$ cat config.mk
export PLATFORM = sky130hd
export DESIGN_NAME = sparc_tlu_ccrstk
export DESIGN_NICKNAME = d
export VERILOG_FILES = /design/src/rtl/sparc_tlu_pkg.sv /design/src/rtl/sparc_tlu_ccrstk_thr.sv /design/src/rtl/sparc_tlu_ccrstk.sv
export SDC_FILE = /design/constraint.sdc
export NUM_CORES = 1
export LEC_CHECK = 0
export CAP_MARGIN = 20
export CORE_MARGIN = 2
export CORE_UTILIZATION = 55
export DETAILED_ROUTE_END_ITERATION = 16
export GPL_TIMING_DRIVEN = 0
export HOLD_SLACK_MARGIN = 0.12
export PLACE_DENSITY = 0.75
export SLEW_MARGIN = 20
export SYNTH_ARGS = -nofsm -noshare
export SYNTH_HDL_FRONTEND = slang
export SYNTH_SLANG_ARGS = --single-unit
$ cat constraint.sdc
create_clock -name clk -period 3.25 [get_ports clk]
set_input_delay 0.4875 -clock clk [delete_from_list [all_inputs] [get_ports clk]]
set_output_delay 0.4875 -clock clk [all_outputs]
set_load 0.02 [all_outputs]
$ cat src/rtl/sparc_tlu_pkg.sv
// Shared TLU constants for the per-thread CCR trap stack.
// Also holds the level-range helper used by the read and write paths.
package sparc_tlu_pkg;

  localparam int MAXTL = 6;
  localparam int TLW   = 3;
  localparam int CCR_W = 8;
  localparam int NTHR  = 4;

  localparam logic [TLW-1:0] MAXTL_V = TLW'(MAXTL);
  localparam logic [TLW-1:0] TL_ZERO = {TLW{1'b0}};
  localparam logic [TLW-1:0] TL_ONE  = {{(TLW-1){1'b0}}, 1'b1};

  // Stack levels are 1-based; level 0 and anything above MAXTL are not storage.
  function automatic logic tl_in_range(input logic [TLW-1:0] tl);
    return (tl != TL_ZERO) && (tl <= MAXTL_V);
  endfunction

endpackage

$ cat src/rtl/sparc_tlu_ccrstk_thr.sv
// One thread's CCR trap stack: TL counter plus MAXTL saved CCR entries.
// Push takes priority over a WRPR to the same level; pop never coincides with push.
module sparc_tlu_ccrstk_thr
  import sparc_tlu_pkg::*;
(
  input  logic             clk_i,
  input  logic             rst_i,
  input  logic             push_i,
  input  logic [CCR_W-1:0] push_data_i,
  input  logic             pop_i,
  input  logic             wr_i,
  input  logic [TLW-1:0]   wr_tl_i,
  input  logic [CCR_W-1:0] wr_data_i,
  input  logic [TLW-1:0]   rd_tl_i,
  output logic [TLW-1:0]   tl_o,
  output logic [CCR_W-1:0] rd_data_o,
  output logic [CCR_W-1:0] top_data_o
);

  logic [TLW-1:0]   tl_q, tl_d;
  logic [TLW-1:0]   push_lvl_s;
  logic [CCR_W-1:0] entry_q [MAXTL];
  logic [CCR_W-1:0] entry_d [MAXTL];

  // Next TL and entry contents from push, pop and WRPR.
  always_comb begin
    push_lvl_s = (tl_q == MAXTL_V) ? MAXTL_V : (tl_q + TL_ONE);
    for (int i = 0; i < MAXTL; i++) begin
      if (push_i && (push_lvl_s == TLW'(i + 1))) begin
        entry_d[i] = push_data_i;
      end else if (wr_i && (wr_tl_i == TLW'(i + 1))) begin
        entry_d[i] = wr_data_i;
      end else begin
        entry_d[i] = entry_q[i];
      end
    end
    if (push_i) begin
      tl_d = push_lvl_s;
    end else if (pop_i && (tl_q != TL_ZERO)) begin
      tl_d = tl_q - TL_ONE;
    end else begin
      tl_d = tl_q;
    end
  end

  // State registers with synchronous reset.
  always_ff @(posedge clk_i) begin
    if (rst_i) begin
      tl_q <= TL_ZERO;
      for (int i = 0; i < MAXTL; i++) begin
        entry_q[i] <= {CCR_W{1'b0}};
      end
    end else begin
      tl_q    <= tl_d;
      entry_q <= entry_d;
    end
  end

  // Read ports: arbitrary level for RDPR, current top-of-stack for restore.
  always_comb begin
    rd_data_o  = tl_in_range(rd_tl_i) ? entry_q[rd_tl_i - TL_ONE] : {CCR_W{1'b0}};
    top_data_o = (tl_q != TL_ZERO) ? entry_q[tl_q - TL_ONE] : {CCR_W{1'b0}};
  end

  assign tl_o = tl_q;

endmodule

$ cat src/rtl/sparc_tlu_ccrstk.sv
// TLU trap-level stack for TSTATE.CCR: push on W-stage trap, pop on DONE/RETRY
// via an E->M pipeline, plus RDPR/WRPR access to any saved level.
module sparc_tlu_ccrstk
  import sparc_tlu_pkg::*;
(
  input  logic             clk,
  input  logic             rst,
  input  logic [CCR_W-1:0] exu_tlu_ccr0_w,
  input  logic [CCR_W-1:0] exu_tlu_ccr1_w,
  input  logic [CCR_W-1:0] exu_tlu_ccr2_w,
  input  logic [CCR_W-1:0] exu_tlu_ccr3_w,
  input  logic             trap_vld_w,
  input  logic [1:0]       trap_tid_w,
  input  logic             dnrtry_vld_e,
  input  logic [1:0]       dnrtry_tid_e,
  input  logic             ifu_exu_kill_e,
  input  logic             wrpr_vld,
  input  logic [1:0]       wrpr_tid,
  input  logic [TLW-1:0]   wrpr_tl,
  input  logic [CCR_W-1:0] wrpr_data,
  input  logic [1:0]       rdpr_tid,
  input  logic [TLW-1:0]   rdpr_tl,
  output logic [CCR_W-1:0] rdpr_data,
  output logic             tlu_exu_cwpccr_update_m,
  output logic [CCR_W-1:0] tlu_exu_ccr_m,
  output logic [TLW-1:0]   tl_thr0,
  output logic [TLW-1:0]   tl_thr1,
  output logic [TLW-1:0]   tl_thr2,
  output logic [TLW-1:0]   tl_thr3,
  output logic             tl_ovf,
  output logic             tl_unf
);

  logic             pop_m_q, pop_m_d;
  logic [1:0]       tid_m_q, tid_m_d;
  logic             ovf_q, ovf_d;
  logic             unf_q, unf_d;
  logic [NTHR-1:0]  push_en_s, pop_en_s, wr_en_s;
  logic [CCR_W-1:0] push_ccr_s;
  logic             squash_s, strobe_s;
  logic [TLW-1:0]   tl_s   [NTHR];
  logic [CCR_W-1:0] rd_s   [NTHR];
  logic [CCR_W-1:0] top_s  [NTHR];

  // Thread decode, same-thread squash (older W trap wins) and pulse sources.
  always_comb begin
    push_en_s = {NTHR{1'b0}};
    pop_en_s  = {NTHR{1'b0}};
    wr_en_s   = {NTHR{1'b0}};
    case (trap_tid_w)
      2'd0:    push_ccr_s = exu_tlu_ccr0_w;
      2'd1:    push_ccr_s = exu_tlu_ccr1_w;
      2'd2:    push_ccr_s = exu_tlu_ccr2_w;
      2'd3:    push_ccr_s = exu_tlu_ccr3_w;
      default: push_ccr_s = exu_tlu_ccr0_w;
    endcase
    if (trap_vld_w) begin
      push_en_s[trap_tid_w] = 1'b1;
    end else begin
      push_en_s = {NTHR{1'b0}};
    end
    if (wrpr_vld) begin
      wr_en_s[wrpr_tid] = 1'b1;
    end else begin
      wr_en_s = {NTHR{1'b0}};
    end
    squash_s = trap_vld_w && (trap_tid_w == tid_m_q);
    strobe_s = pop_m_q && (tl_s[tid_m_q] != TL_ZERO) && !squash_s;
    if (strobe_s) begin
      pop_en_s[tid_m_q] = 1'b1;
    end else begin
      pop_en_s = {NTHR{1'b0}};
    end
    ovf_d   = trap_vld_w && (tl_s[trap_tid_w] == MAXTL_V);
    unf_d   = pop_m_q && (tl_s[tid_m_q] == TL_ZERO) && !squash_s;
    pop_m_d = dnrtry_vld_e && !ifu_exu_kill_e;
    tid_m_d = dnrtry_tid_e;
  end

  // E->M pop flop and overflow/underflow pulse registers.
  always_ff @(posedge clk) begin
    if (rst) begin
      pop_m_q <= 1'b0;
      tid_m_q <= 2'd0;
      ovf_q   <= 1'b0;
      unf_q   <= 1'b0;
    end else begin
      pop_m_q <= pop_m_d;
      tid_m_q <= tid_m_d;
      ovf_q   <= ovf_d;
      unf_q   <= unf_d;
    end
  end

  for (genvar g = 0; g < NTHR; g++) begin : g_thr
    sparc_tlu_ccrstk_thr u_thr (
      .clk_i       (clk),
      .rst_i       (rst),
      .push_i      (push_en_s[g]),
      .push_data_i (push_ccr_s),
      .pop_i       (pop_en_s[g]),
      .wr_i        (wr_en_s[g]),
      .wr_tl_i     (wrpr_tl),
      .wr_data_i   (wrpr_data),
      .rd_tl_i     (rdpr_tl),
      .tl_o        (tl_s[g]),
      .rd_data_o   (rd_s[g]),
      .top_data_o  (top_s[g])
    );
  end

  // The strobe must see this cycle's W trap to squash, so it is decoded from M-stage flops.
  always_comb begin
    tlu_exu_cwpccr_update_m = strobe_s;
    tlu_exu_ccr_m           = strobe_s ? top_s[tid_m_q] : {CCR_W{1'b0}};
    rdpr_data               = rd_s[rdpr_tid];
  end

  assign tl_thr0 = tl_s[0];
  assign tl_thr1 = tl_s[1];
  assign tl_thr2 = tl_s[2];
  assign tl_thr3 = tl_s[3];
  assign tl_ovf  = ovf_q;
  assign tl_unf  = unf_q;

endmodule
**Word level (Yosys, flattened, before mapping)**

Index checks and enable logic that the tools add are counted.

- Input port bits: 60
- Output and inout bits: 31
- Word-level logic and storage cells: 319
- Flip-flop bits (word level): 209

- $lt $le $gt $ge: 15
- Reduce and logical (&&, ||, !) cells: 101
- Bitwise logic cells: 8
- Equality and inequality tests: 39
- Add/sub/neg operators: 9
- Muxes and demuxes: 115

Operators by type and width:

| operator | number |
|---|---|
| two-way mux 8 bit | 77 |
| binary-select mux 8 bit (select 3 bit) | 8 |
| logical AND 1 bit | 63 |
| equality test 3 bit, second input constant | 20 |
| nonzero test 2 bit | 28 |
| two-way mux 3 bit | 16 |
| binary-select mux 8 bit (select 2 bit) | 2 |
| one-hot mux 8 bit (4 select lines) | 1 |
| equality test 3 x 2 -> 1 bit, second input constant | 10 |
| >= comparator 4 bit, second input constant | 5 |
| inverter 3 -> 4 bit | 5 |
| nonzero test 3 bit | 6 |
| equality test 3 x 1 -> 1 bit, second input constant | 5 |
| subtractor 3 x 1 -> 3 bit, second input constant | 5 |
| adder 3 x 1 -> 3 bit, second input constant | 4 |
| binary-select mux 3 bit (select 2 bit) | 2 |
| two-way mux 4 bit | 3 |
| >= comparator 3 bit, second input constant | 3 |
| < comparator 2 x 3 -> 1 bit, second input constant | 3 |
| inverter 2 -> 3 bit | 3 |
| demux 1 bit (select 2 bit) | 3 |
| >= comparator 2 x 1 -> 1 bit, second input constant | 3 |
| equality test 2 bit, second input constant | 2 |
| <= comparator 3 bit, second input constant | 1 |
| 6 further kinds | 9 |

**Logic depth before layout (Yosys ltp)**

Gate-level depths: netlist of run 1.

- Depth after elaboration: 11
- Depth in mapped cells: 11
- Depth with buffers taken out: 7

**Modules after synthesis**

Synthesis of run 1 repeated with hierarchy kept, for this count alone.

- Cells, all modules: 1549
- Area, all modules: 15145.8 um^2

Modules (own cells, without submodules):

| module | times used | sequential area each (um^2) | cells each | area an instance (um^2) |
|---|---|---|---|---|
| sparc_tlu_ccrstk_thr | 4 | 1021.0 | 363 | 3505.9 |
| sparc_tlu_ccrstk | 1 | 100.1 | 97 | 1122.3 |

**Worst setup path before layout of run 1**

No wires, ideal clock.

- Kind: input -> output
- From: input rdpr_tl[0]
- To: output rdpr_data[1]
- Path slack: -0.016 ns
- Path buffers: 4
- Cell stages on the path: 8
- Required time: 2.762 ns
- Data arrival time: 2.779 ns
- Cells stage by stage: buf_2 buf_4 inv_1 ha_1 clkbuf_1 clkbuf_1 a211oi_1 nor4_1

- Longest elaborated chain between the ends: 9
- Elaborated cells between the ends (all ways): 24
- Those cells by class: add/sub: 1; order compare: 1; mux: 19; bitwise: 1; reduce/logical: 2

Ends and longest elaborated chain:

| item | line | RTL |
|---|---|---|
| start: declaration | sparc_tlu_ccrstk.sv:22 | `input logic [TLW-1:0] rdpr_tl,` |
| subtractor 3 x 1 -> 3 bit | sparc_tlu_ccrstk_thr.sv:61 | `rd_data_o = tl_in_range(rd_tl_i) ? entry_q[rd_tl_i - TL_ONE] : {CCR_W{1'b0}};` |
| inverter 3 -> 4 bit (not written as such) | sparc_tlu_ccrstk_thr.sv:61 |  |
| binary-select mux 8 bit (select 3 bit) | sparc_tlu_ccrstk_thr.sv:61 |  |
| two-way mux 8 bit (not written as such) (2 in a row) | sparc_tlu_ccrstk_thr.sv:61 |  |
| two-way mux 8 bit | sparc_tlu_ccrstk_thr.sv:61 |  |
| binary-select mux 8 bit (select 2 bit) * | sparc_tlu_ccrstk.sv:116 | `rdpr_data = rd_s[rdpr_tid];` |
| two-way mux 8 bit (not written as such) * (2 in a row) | sparc_tlu_ccrstk.sv:116 |  |
| end: declaration | sparc_tlu_ccrstk.sv:23 | `output logic [CCR_W-1:0] rdpr_data,` |

Every way passes the cells marked *; elsewhere a longest branch is shown, timed or not. The select of a mux whose other input is x is not followed.

**Final worst setup path of run 1**

- From: register g_thr[1].u_thr.tl_q[0]
- To: output tlu_exu_ccr_m[5]

- Longest elaborated chain between the ends: 10
- Elaborated cells between the ends (all ways): 17
- Those cells by class: add/sub: 1; mux: 11; bitwise: 1; reduce/logical: 4

Ends and longest elaborated chain:

| item | line | RTL |
|---|---|---|
| start: declaration | sparc_tlu_ccrstk_thr.sv:20 | `logic [TLW-1:0] tl_q, tl_d;` |
| start signal: assignment | sparc_tlu_ccrstk_thr.sv:54 | `tl_q <= tl_d;` |
| subtractor 3 x 1 -> 3 bit | sparc_tlu_ccrstk_thr.sv:62 | `top_data_o = (tl_q != TL_ZERO) ? entry_q[tl_q - TL_ONE] : {CCR_W{1'b0}};` |
| inverter 3 -> 4 bit (not written as such) | sparc_tlu_ccrstk_thr.sv:62 |  |
| binary-select mux 8 bit (select 3 bit) | sparc_tlu_ccrstk_thr.sv:62 |  |
| two-way mux 8 bit (not written as such) (2 in a row) | sparc_tlu_ccrstk_thr.sv:62 |  |
| two-way mux 8 bit | sparc_tlu_ccrstk_thr.sv:62 |  |
| binary-select mux 8 bit (select 2 bit) | sparc_tlu_ccrstk.sv:115 | `tlu_exu_ccr_m = strobe_s ? top_s[tid_m_q] : {CCR_W{1'b0}};` |
| two-way mux 8 bit (not written as such) (2 in a row) | sparc_tlu_ccrstk.sv:115 |  |
| two-way mux 8 bit * | sparc_tlu_ccrstk.sv:115 |  |
| end: declaration | sparc_tlu_ccrstk.sv:25 | `output logic [CCR_W-1:0] tlu_exu_ccr_m,` |

Marked as above.

==> flow_metrics.tcl, run 1 <==
set metrics [dict create \
    status "completed" \
    drt-total-wl_um 60400 \
    place_ws_ns -2.06 \
    fin_setup_tns_ns 0 \
    power_mw 6.86 \
    finalCriticalPeriod_ns 3.24 \
    grt-ovfl-total 0 \
    num_rows 58 \
    synth_top_cell_by_area "dfxtp_1" \
    antenna_found_initial 0 \
    power.switching_mw 2.07 \
    cts_num_sinks 209 \
    vdd_ir_drop_max_mv 0.396 \
    intPower_mw 4.78 \
    layout_setup_ws_ns 0.00777 \
    cts_tree "done" \
    grt_util_all_layers_pct 44.3 \
    setup_viol 0 \
    cts_buffers 25 \
    cts_root_buf "clkbuf_16" \
    ant_nets 0 \
    vias 14600 \
    start_kind "flip-flop" \
    grt_pass1_wl_um 86900 \
    vias_per_cell 7.25 \
    die_x_um 164 \
    pwr-share-comb_pct 17.0 \
    io_buffers 81 \
    coreArea_um2 25200 \
    hold_class "in2reg" \
    wl_per_cell_um 30.0 \
    worstMarginPinSlew_ns 1.18 \
    synth_nets 1631 \
    cp-startpoint "g_thr[1].u_thr.tl_o[0]$_SDFFE_PP0P_" \
    finalHoldViolations 0 \
    ys_warn_count 0 \
    clockPowerShare_pct 43.7 \
    end_kind "output port" \
    cts_max_path_buffers 3 \
    finalWeightedCongestion 1.03 \
    crit_arrival_ns 2.75 \
    synth-async-reset-ratio_pct 0 \
    seq_power_share_pct 39.3 \
    whs_ns 0.340 \
    grt_max_degree 13 \
    netlist_area_um2 14100 \
    ys_ff_latch 209 \
    fmax_mhz 308 \
    worst_skew_pair.late_latency_ns 0.56 \
    fill_cells 2054 \
    syn_area_per_cell_um2 9.09 \
    areaGrowthSynthToFinish_pct 17.5 \
    power_leakage_nw 5.23 \
    drive_gt1_share_pct 20.9 \
    synth-main-ff-cell "dfxtp_1" \
    grt_pass1_vias 13600 \
    critical_path_class "reg2out" \
    dieHeight_um 164 \
    synth-seq-area-share_pct 29.7 \
    synth_edf_count 0 \
    synth_top_area_share_pct 29.7 \
    synth_area_leaders "dfxtp_1 30%, mux4_2 14%, mux2i_1 8.9%" \
    hp-start "trap_tid_w[0]" \
    first_pass_iters 6 \
    synthCells 1549 \
    p_per_area_nw_per_um2 414 \
    post-route-drc-count 0 \
    dp_hpwl_um 43400 \
    clk_pin_slew_ns 0.06 \
    die-area_um2 26900 \
    path_max_fanout 10 \
    yosysUniqueCellTypes 65 \
    rr_startpoint "g_thr[1].u_thr.tl_o[0]$_SDFFE_PP0P_" \
    drv_slew 0 \
    io_pins 91 \
    post-route-period-util_pct 99.8 \
    max_cap_violations 0 \
    worstPathRequired_ns 2.76 \
    layout.nets 1749 \
    first_iter_violations 1903 \
    switching_share_pct 30.2 \
    initial_core_util_pct 55.9 \
    htreeDepth 1 \
    maxSlewHeadroom_pct 21.5 \
    post-route-util_pct 65.7 \
    skew_ns 0.0233 \
]
[Yosys cell counts (10+ instances only)]
cell type / count
o21ai_0: 33
mux2_2: 31
nand3b_1: 11
buf_6: 11
o211ai_1: 19
a211oi_1: 80
nand2_1: 123
inv_1: 33
buf_4: 10
mux4_2: 90
buf_2: 37
o22ai_1: 14
nor2_2: 10
nand3_1: 125
ha_1: 22
a311oi_1: 91
a21oi_1: 13
nor3_1: 24
nor2b_1: 23
mux2i_1: 125
clkbuf_1: 91
dfxtp_1: 209
nor2_1: 203
[worst max-delay path: stages, from the launching register on]
cell and delay, ns:
dfxtp_2 0.35, buf_6 0.12, buf_12 0.14, clkinvlp_4 0.13, ha_4 0.30, buf_12 0.15
mux4_2 0.26, o21ai_2 0.07, o211ai_1 0.14, nand3_1 0.16, nor2_2 0.18, buf_2 0.20
[sequential cells by signal (all words and copies together), names as in the netlist]
| name | cells |
|---|---|
| g_thr.u_thr.entry_q | 192 |
| tl_ovf | 1 |
| pop_m_q | 1 |
| tid_m_q | 2 |
| g_thr.u_thr.tl_o | 12 |
| tl_unf | 1 |
[per-layer routing]
layer  wire length [um]  vias up  global-route usage (%)
li1                   -     6088                       -
met1              22300     7054                    58.2
met2              25300     1187                    63.9
met3               8580      278                    14.5
met4               4260        0                    25.7
met5                  0        -                       0
[area by class of cell]
cell class	instances	area [um2]	share of cell area, %
antenna	1	2.50	0.0151
buffer	151	832	5.03
clock buffer	33	706	4.27
clock inverter	12	145	0.877
inverter	34	134	0.809
multi-input combinational	1151	9270	56.1
sequential	209	4190	25.3
tap	330	413	2.50
timing repair buffer	95	848	5.13
[what timing repair did]
item / CTS / global route
endpoints found under the hold margin: 0 / 0
setup buffers: 9 / 5
hold buffers: 0 / 0
endpoints found under the setup margin: 32 / 26
pin swaps: 6 / 7
gates resized for setup: 135 / 30
[per-stage QoR]
stage / instance area (um2) / cells
3_3_place_gp: 15300 / 1960
3_5_place_dp: 15300 / 1960
4_1_cts: 16500 / 2011
6_report: 16500 / 2016
2_1_floorplan: 14100 / 1549
5_1_grt: 16500 / 2015
[power by group through the flow]
| stage | Sequential (mW) | Combinational [mW] | Clock [mW] |
|---|---|---|---|
| 3_3_place_gp | 2.74 | 1.03 | 0 |
| 5_1_grt | 2.69 | 1.19 | 3.07 |
| 6_report | 2.69 | 1.17 | 3.00 |
| 2_1_floorplan | 2.72 | 0.610 | 0 |
| 4_1_cts | 2.69 | 1.09 | 2.96 |
| 3_5_place_dp | 2.74 | 1.04 | 0 |
[layout by cell type, fill, tap and decap left out, drive strengths merged, types with 3 or more instances in the layout]
cell type,count
or3,8
bufinv,3
nand3,125
mux4,90
nand2b,4
nor3,24
nor4,8
dfxtp,209
xor2,3
nor2b,23
or3b,4
and4,3
nand3b,13
clkbuf,127
clkinv,7
o211ai,19
nor2,215
mux2,31
o21a,4
nor3b,11
nand4,3
a211oi,80
ha,22
inv,35
a31oi,5
o22ai,14
o221ai,9
o21ai,39
nand2,125
mux2i,125
a2111oi,5
clkdlybuf4s50,63
buf,85
a311oi,100
and2,3
a21oi,17
[worst paths after layout]
check	end	slack (ns)	cells after the start
worst max-delay path	tlu_exu_ccr_m[5]	0.008	11
worst min register to register	g_thr[0].u_thr.entry_q[45]$_SDFFE_PP0P_	0.50	2
worst min-delay path	g_thr[0].u_thr.tl_o[0]$_SDFFE_PP0P_	0.34	4
worst max register to register	g_thr[1].u_thr.entry_q[14]$_SDFFE_PP0P_	0.27	11
[cells by family (layout without fill, tap and decap cells)]
kind of cell | count (synthesis) | after routing | share of synthesized area (%)
adder cells (fa/ha/maj) | 22 | 22 | 1.96
XOR/XNOR | 4 | 4 | 0.249
AO/OA/AOI/OAI | 304 | 304 | 16.9
buffers and inverters | 189 | 325 | 6.26
multiplexers | 246 | 246 | 25.8
flip-flops | 209 | 209 | 29.7
other | 0 | 1 | 0
AND/OR/NAND/NOR | 575 | 575 | 19.2
No activity file was read; power rests on OpenSTA's default activity.
==> inputs of run 2 (changes only) <==
--- a/config.mk
+++ b/config.mk
@@ -12,7 +12,9 @@
 export GPL_TIMING_DRIVEN = 0
 export HOLD_SLACK_MARGIN = 0.12
 export PLACE_DENSITY = 0.75
+export SETUP_SLACK_MARGIN = 0.02
 export SLEW_MARGIN = 20
 export SYNTH_ARGS = -nofsm -noshare
 export SYNTH_HDL_FRONTEND = slang
 export SYNTH_SLANG_ARGS = --single-unit
+export TNS_END_PERCENT = 1
==> flow_metrics.tcl, run 2 (synthesis results as in run 1) <==
set metrics [dict create \
    hp-start "trap_tid_w[0]" \
    vias 14500 \
    largest_reg_flops 192 \
    initial_core_util_pct 55.9 \
    ff_latch_area_um2 4190 \
    clk_pin_slew_ns 0.06 \
    hold_buffers 0 \
    coreArea_um2 25200 \
    htreeDepth 1 \
    ant_nets 0 \
    io_pins 91 \
    fmax_mhz 309 \
    hold_class "in2reg" \
    end_kind "output port" \
    cts_tree "done" \
    grt_pass1_wl_um 86900 \
    layout_setup_ws_ns 0.0108 \
    power.switching_mw 2.04 \
    min_path_cells 4 \
    multi_input_area_um2 9250 \
    antenna_found_initial 2 \
    post-route-period-util_pct 99.7 \
    grt_util_all_layers_pct 44.3 \
    drt-total-wl_um 60600 \
    pwr-share-comb_pct 17.0 \
    power_leakage_nw 5.19 \
    path_cells "clkbuf_4 -> buf_12 -> buf_8 -> inv_1 -> ha_1 -> xnor2_2 -> clkbuf_4 -> nand3_1 -> o22ai_1 -> nor4_2 -> dlygate4sd2_1" \
    wl_per_cell_um 30.1 \
    setup_viol 0 \
    regToRegSetupSlack_ns 0.23 \
    dp_hpwl_um 44000 \
    fill_cells 2084 \
    slowest_stage "nor4_2" \
    hold_end "g_thr[0].u_thr.tl_o[0]$_SDFFE_PP0P_" \
    first_pass_iters 6 \
    p_per_area_nw_per_um2 414 \
    finalWeightedCongestion 1.08 \
    place_ws_ns -2.09 \
    cts_num_sinks 209 \
    drive_gt1_share_pct 20.4 \
    crit_arrival_ns 2.75 \
    switching_share_pct 30.0 \
    finalCriticalPeriod_ns 3.24 \
    num_rows 58 \
    grt_max_degree 20 \
    worstPathRequired_ns 2.76 \
    grt_pass1_vias 13600 \
    cts_root_buf "clkbuf_16" \
    max_cap_violations 0 \
    final_common_cell "dfxtp_1" \
    areaGrowthSynthToFinish_pct 17.1 \
    reg2reg_depth 10 \
    dieHeight_um 164 \
    post_dp_cell_area_um2 15300 \
    die_x_um 164 \
    start_kind "input port" \
    io_buffers 81 \
    cts_buffers 25 \
    status "completed" \
    regMostFlops "g_thr.u_thr.entry_q" \
    drv_slew 0 \
    rr_startpoint "g_thr[1].u_thr.tl_o[0]$_SDFFE_PP0P_" \
    seq_power_share_pct 39.5 \
    worstMarginPinSlew_ns 1.23 \
    skew_ns 0.0111 \
    post-route-drc-count 0 \
    final_area_um2 16500 \
    final_cell_mix "203 x dfxtp_1, 201 x nor2_1, 125 x mux2i_1, 125 x nand3_1, 123 x nand2_1" \
    worst_skew_pair.late_latency_ns 0.54 \
    cp_slowest_stage_delay_ns 0.39 \
    clockPowerShare_pct 43.5 \
    critical_path_class "in2out" \
    intPower_mw 4.78 \
    maxSlewHeadroom_pct 18.0 \
    die-area_um2 26900 \
    power_mw 6.82 \
    path_max_fanout 10 \
    rsz0062_at_grt "true" \
    vias_per_cell 7.23 \
    cpMostUsedCell "clkbuf_4" \
    cts_max_path_buffers 3 \
    layout.nets 1743 \
    grt-ovfl-total 0 \
    first_iter_violations 2238 \
    reg2reg_to "g_thr[1].u_thr.entry_q[9]$_SDFFE_PP0P_" \
    finalHoldViolations 0 \
    vdd_ir_drop_max_mv 0.356 \
]
-- run 2: cell count changes in the layout (fill, tap and decap cells not counted), moves of 2 or more --
| cell | change |
|---|---|
| buf_4 | -5 |
| o21ai_0 | +3 |
| dfxtp_1 | -2 |
| o21ai_2 | -3 |
| buf_2 | -2 |
| buf_8 | +2 |
| clkinvlp_4 | +4 |
| dfxtp_2 | +2 |
| clkinv_2 | -4 |
-- run 2: power by group through the flow --
stage	combinational (mW)	clock, mW	sequential (mW)
final	1.16	2.97	2.69
after global routing	1.18	3.04	2.69
after CTS	1.09	2.94	2.69
after detailed placement	1.04	0	2.74
after global placement	1.03	0	2.74
after floorplan	0.607	0	2.72
-- run 2: worst max-delay path by stage --
stage | start | slack (ns) | end
after floorplan | rdpr_tl[0] | -0.02 | rdpr_data[2]
after global routing | rdpr_tl[0] | -0.04 | rdpr_data[3]
after detailed placement | rdpr_tl[0] | -2.09 | rdpr_data[3]
final | rdpr_tl[0] | 0.01 | rdpr_data[2]
after CTS | g_thr[1].u_thr.tl_o[0]$_SDFFE_PP0P_ | -0.04 | tlu_exu_ccr_m[0]
after global placement | rdpr_tl[0] | -2.11 | rdpr_data[3]
-- run 2: metrics by stage --
stage / instances / setup TNS [ns] / hold WS [ns] / utilization (%)
floorplan: 1549 / -0.0327 / 0.447 / -
global placement: 1960 / -25.53 / 0.483 / 60.8
detailed placement: 1960 / -25.86 / 0.497 / 60.8
CTS: 2006 / -0.120 / 0.345 / 65.3
global route: 2008 / -0.119 / 0.384 / 65.4
finish: 2010 / 0 / 0.338 / 65.4
-- run 2: worst max-delay path: cells and delay by family --
family / cells / cell delay [ns]
fa+ha+maj: 1 / 0.25
buf+inv: 6 / 1.16
compound gates: 1 / 0.14
simple gates: 2 / 0.55
xor+xnor: 1 / 0.15
-- run 2: cell type report --
cell class,count,area share (%)
well taps,330,2.51
clock buffers,34,4.30
multi-input cells,1151,56.1
inverters,34,0.812
diodes,2,0.0304
repair buffers,90,4.95
plain buffers,150,5.01
clock inverters,10,0.820
flip-flops and latches,209,25.4
-- run 2: metal layers --
layer | vias up | GRT usage, % | part of all wire [%]
li1 | 6074 | - | -
met1 | 6935 | 59.0 | 37
met2 | 1226 | 64.4 | 41
met3 | 294 | 12.2 | 14
met4 | 2 | 26.5 | 7.6
met5 | - | 0 | 0.012
-- run 2: repair_timing --
action / 4_1_cts / 5_1_grt
pin swaps: 9 / 7
buffers inserted: 6 / 3
setup endpoints to repair: 28 / 21
resized for setup: 121 / 35
==> inputs of run 3 (changes only) <==
==> constraint.sdc (replaced) <==
create_clock -name clk -period 3.03 [get_ports clk]
set_input_delay 0.4545 -clock clk [delete_from_list [all_inputs] [get_ports clk]]
set_output_delay 0.4545 -clock clk [all_outputs]
set_load 0.02 [all_outputs]
==> flow_metrics.tcl, run 3 (synthesis results as in run 1) <==
set metrics [dict create \
    finalHoldViolations 0 \
    clockPowerShare_pct 43.2 \
    coreArea_um2 25200 \
    grt_pass1_wl_um 87000 \
    regToRegSetupSlack_ns 0.11 \
    cts_max_path_buffers 3 \
    power.switching_mw 2.21 \
    path_cells "buf_12 -> clkinvlp_4 -> ha_4 -> clkbuf_16 -> mux4_2 -> o21ai_2 -> o211ai_1 -> nand3_1 -> nor2_2 -> buf_6" \
    vias 14600 \
    layout_setup_ws_ns -0.0280 \
    areaGrowthSynthToFinish_pct 18.9 \
    hold_class "in2reg" \
    post-route-period-util_pct 101 \
    cts_root_buf "clkbuf_16" \
    violations "setup timing" \
    hp-start "trap_tid_w[0]" \
    cp_slowest_stage_delay_ns 0.38 \
    reg2reg_to "g_thr[1].u_thr.entry_q[9]$_SDFFE_PP0P_" \
    pwr-share-comb_pct 17.5 \
    grt_pass1_vias 13700 \
    wl_per_cell_um 30.2 \
    vdd_ir_drop_max_mv 0.384 \
    post-route-drc-count 0 \
    layout.nets 1749 \
    drive_gt1_share_pct 22.3 \
    setup_viol 7 \
    intPower_mw 5.15 \
    slowest_stage "dfxtp_4" \
    crit_arrival_ns 2.60 \
    final_common_cell "dfxtp_1" \
    io_pins 91 \
    dp_hpwl_um 44000 \
    final_cell_mix "200 x dfxtp_1, 199 x nor2_1, 125 x mux2i_1, 125 x nand3_1, 123 x nand2_1" \
    maxSlewHeadroom_pct 22.3 \
    p_per_area_nw_per_um2 440 \
    grt_max_degree 20 \
    cts_tree "done" \
    max_cap_violations 0 \
    status "complete, but fails checks" \
    skew_ns 0.00910 \
    cp_num_buf_inv 4 \
    end_kind "output port" \
    power_leakage_nw 5.27 \
    grt_util_all_layers_pct 44.4 \
    drt-total-wl_um 60900 \
    seq_power_share_pct 39.3 \
    dieHeight_um 164 \
    worstPathRequired_ns 2.58 \
    die_x_um 164 \
    power_mw 7.35 \
    rsz0062_at_grt "true" \
    cts_buffers 25 \
    first_iter_violations 2353 \
    start_kind "flip-flop" \
    io_buffers 81 \
    ff_latch_area_um2 4200 \
    finalCriticalPeriod_ns 3.06 \
    die-area_um2 26900 \
    hold_end "g_thr[0].u_thr.tl_o[0]$_SDFFE_PP0P_" \
    htreeDepth 1 \
    finalWeightedCongestion 1.08 \
    fmax_mhz 327 \
    largest_reg_flops 192 \
    clk_pin_slew_ns 0.06 \
    vias_per_cell 7.26 \
    min_path_cells 4 \
    reg2reg_depth 9 \
    drv_slew 0 \
    ant_nets 0 \
    worstMarginPinSlew_ns 1.17 \
    num_rows 58 \
    post-route-util_pct 66.4 \
    multi_input_area_um2 9360 \
    critical_path_class "reg2out" \
    rr_startpoint "g_thr[1].u_thr.tl_o[0]$_SDFFE_PP0P_" \
    antenna_found_initial 2 \
    place_ws_ns -2.24 \
    regMostFlops "g_thr.u_thr.entry_q" \
    path_max_fanout 4 \
    cp_top_family "buffers and inverters" \
    grt-ovfl-total 0 \
    first_pass_iters 6 \
    worst_skew_pair.late_latency_ns 0.54 \
    initial_core_util_pct 55.9 \
    cts_num_sinks 209 \
    switching_share_pct 30.0 \
    fill_cells 2066 \
]
-- run 3: changes by cell type in the layout (fill, tap and decap cells not counted), moves of 3 or more --
cell	delta
buf_2	-6
o21ai_2	+4
dfxtp_4	+3
inv_1	-5
buf_4	+8
o21ai_0	-4
clkbuf_1	-3
inv_2	+5
buf_6	+3
clkbuf_2	+3
dfxtp_1	-3
-- run 3: through the flow --
stage / instances / TNS [ns] / instance area, um2 / hold slack, ns
finish: 2016 / -0.106 / 16700 / 0.297
floorplan: 1549 / -1.62 / 14100 / 0.447
global route: 2014 / -0.153 / 16700 / 0.351
CTS: 2007 / -0.266 / 16500 / 0.305
global placement: 1960 / -33.59 / 15300 / 0.483
detailed placement: 1960 / -35.13 / 15300 / 0.497
-- run 3: worst register-to-register path: cells and delay by family, from the launching register on --
family	cells	cell delay [ns]
compound gates	2	0.65
fa+ha+maj	1	0.26
buf+inv	4	0.76
flops	1	0.38
simple gates	2	0.80
-- run 3: what timing repair did --
item                       in CTS  in global routing
setup endpoints to repair      42                 32
hold buffers                    0                  0
buffers inserted                8                  7
gates cloned                    0                  1
pin swaps                      14                 14
gates resized for setup       166                 59
-- run 3: layer usage --
metal / wire length [um] / up-vias / GRT usage [%] / part of all wire [%]
met3: 8640 / 275 / 11.9 / 14
met1: 22500 / 7041 / 59.2 / 37
li1: - / 6094 / - / -
met5: 7 / - / 0 / 0.011
met4: 4620 / 2 / 26.4 / 7.6
met2: 25100 / 1227 / 64.5 / 41
-- run 3: worst max-delay path by stage --
stage                       endpoint                                start  cells past startpoint  slack [ns]
global placement        rdpr_data[3]                           rdpr_tl[0]                     10       -2.27
finish              tlu_exu_ccr_m[3]  g_thr[1].u_thr.tl_o[0]$_SDFFE_PP0P_                     10       -0.03
detailed placement      rdpr_data[3]                           rdpr_tl[0]                     10       -2.24
floorplan               rdpr_data[2]                           rdpr_tl[0]                      8       -0.17
global route        tlu_exu_ccr_m[3]  g_thr[1].u_thr.tl_o[0]$_SDFFE_PP0P_                     10       -0.03
CTS                 tlu_exu_ccr_m[0]  g_thr[1].u_thr.tl_o[0]$_SDFFE_PP0P_                     11       -0.05
-- run 3: cell type report --
cell class,count,area share (%)
Multi-Input combinational cell,1151,55.9
Sequential cell,209,25.1
Timing Repair Buffer,97,5.53
Buffer,149,5.06
Clock buffer,34,4.24
Tap cell,330,2.47
Clock inverter,10,0.808
Inverter,34,0.800
Antenna cell,2,0.0299
-- run 3: power groups by stage --
stage | combinational [mW] | sequential (mW) | clock, mW
after floorplan | 0.651 | 2.92 | 0
after detailed placement | 1.12 | 2.94 | 0
after global routing | 1.31 | 2.89 | 3.26
final | 1.29 | 2.89 | 3.18
after CTS | 1.19 | 2.88 | 3.15
after global placement | 1.11 | 2.94 | 0
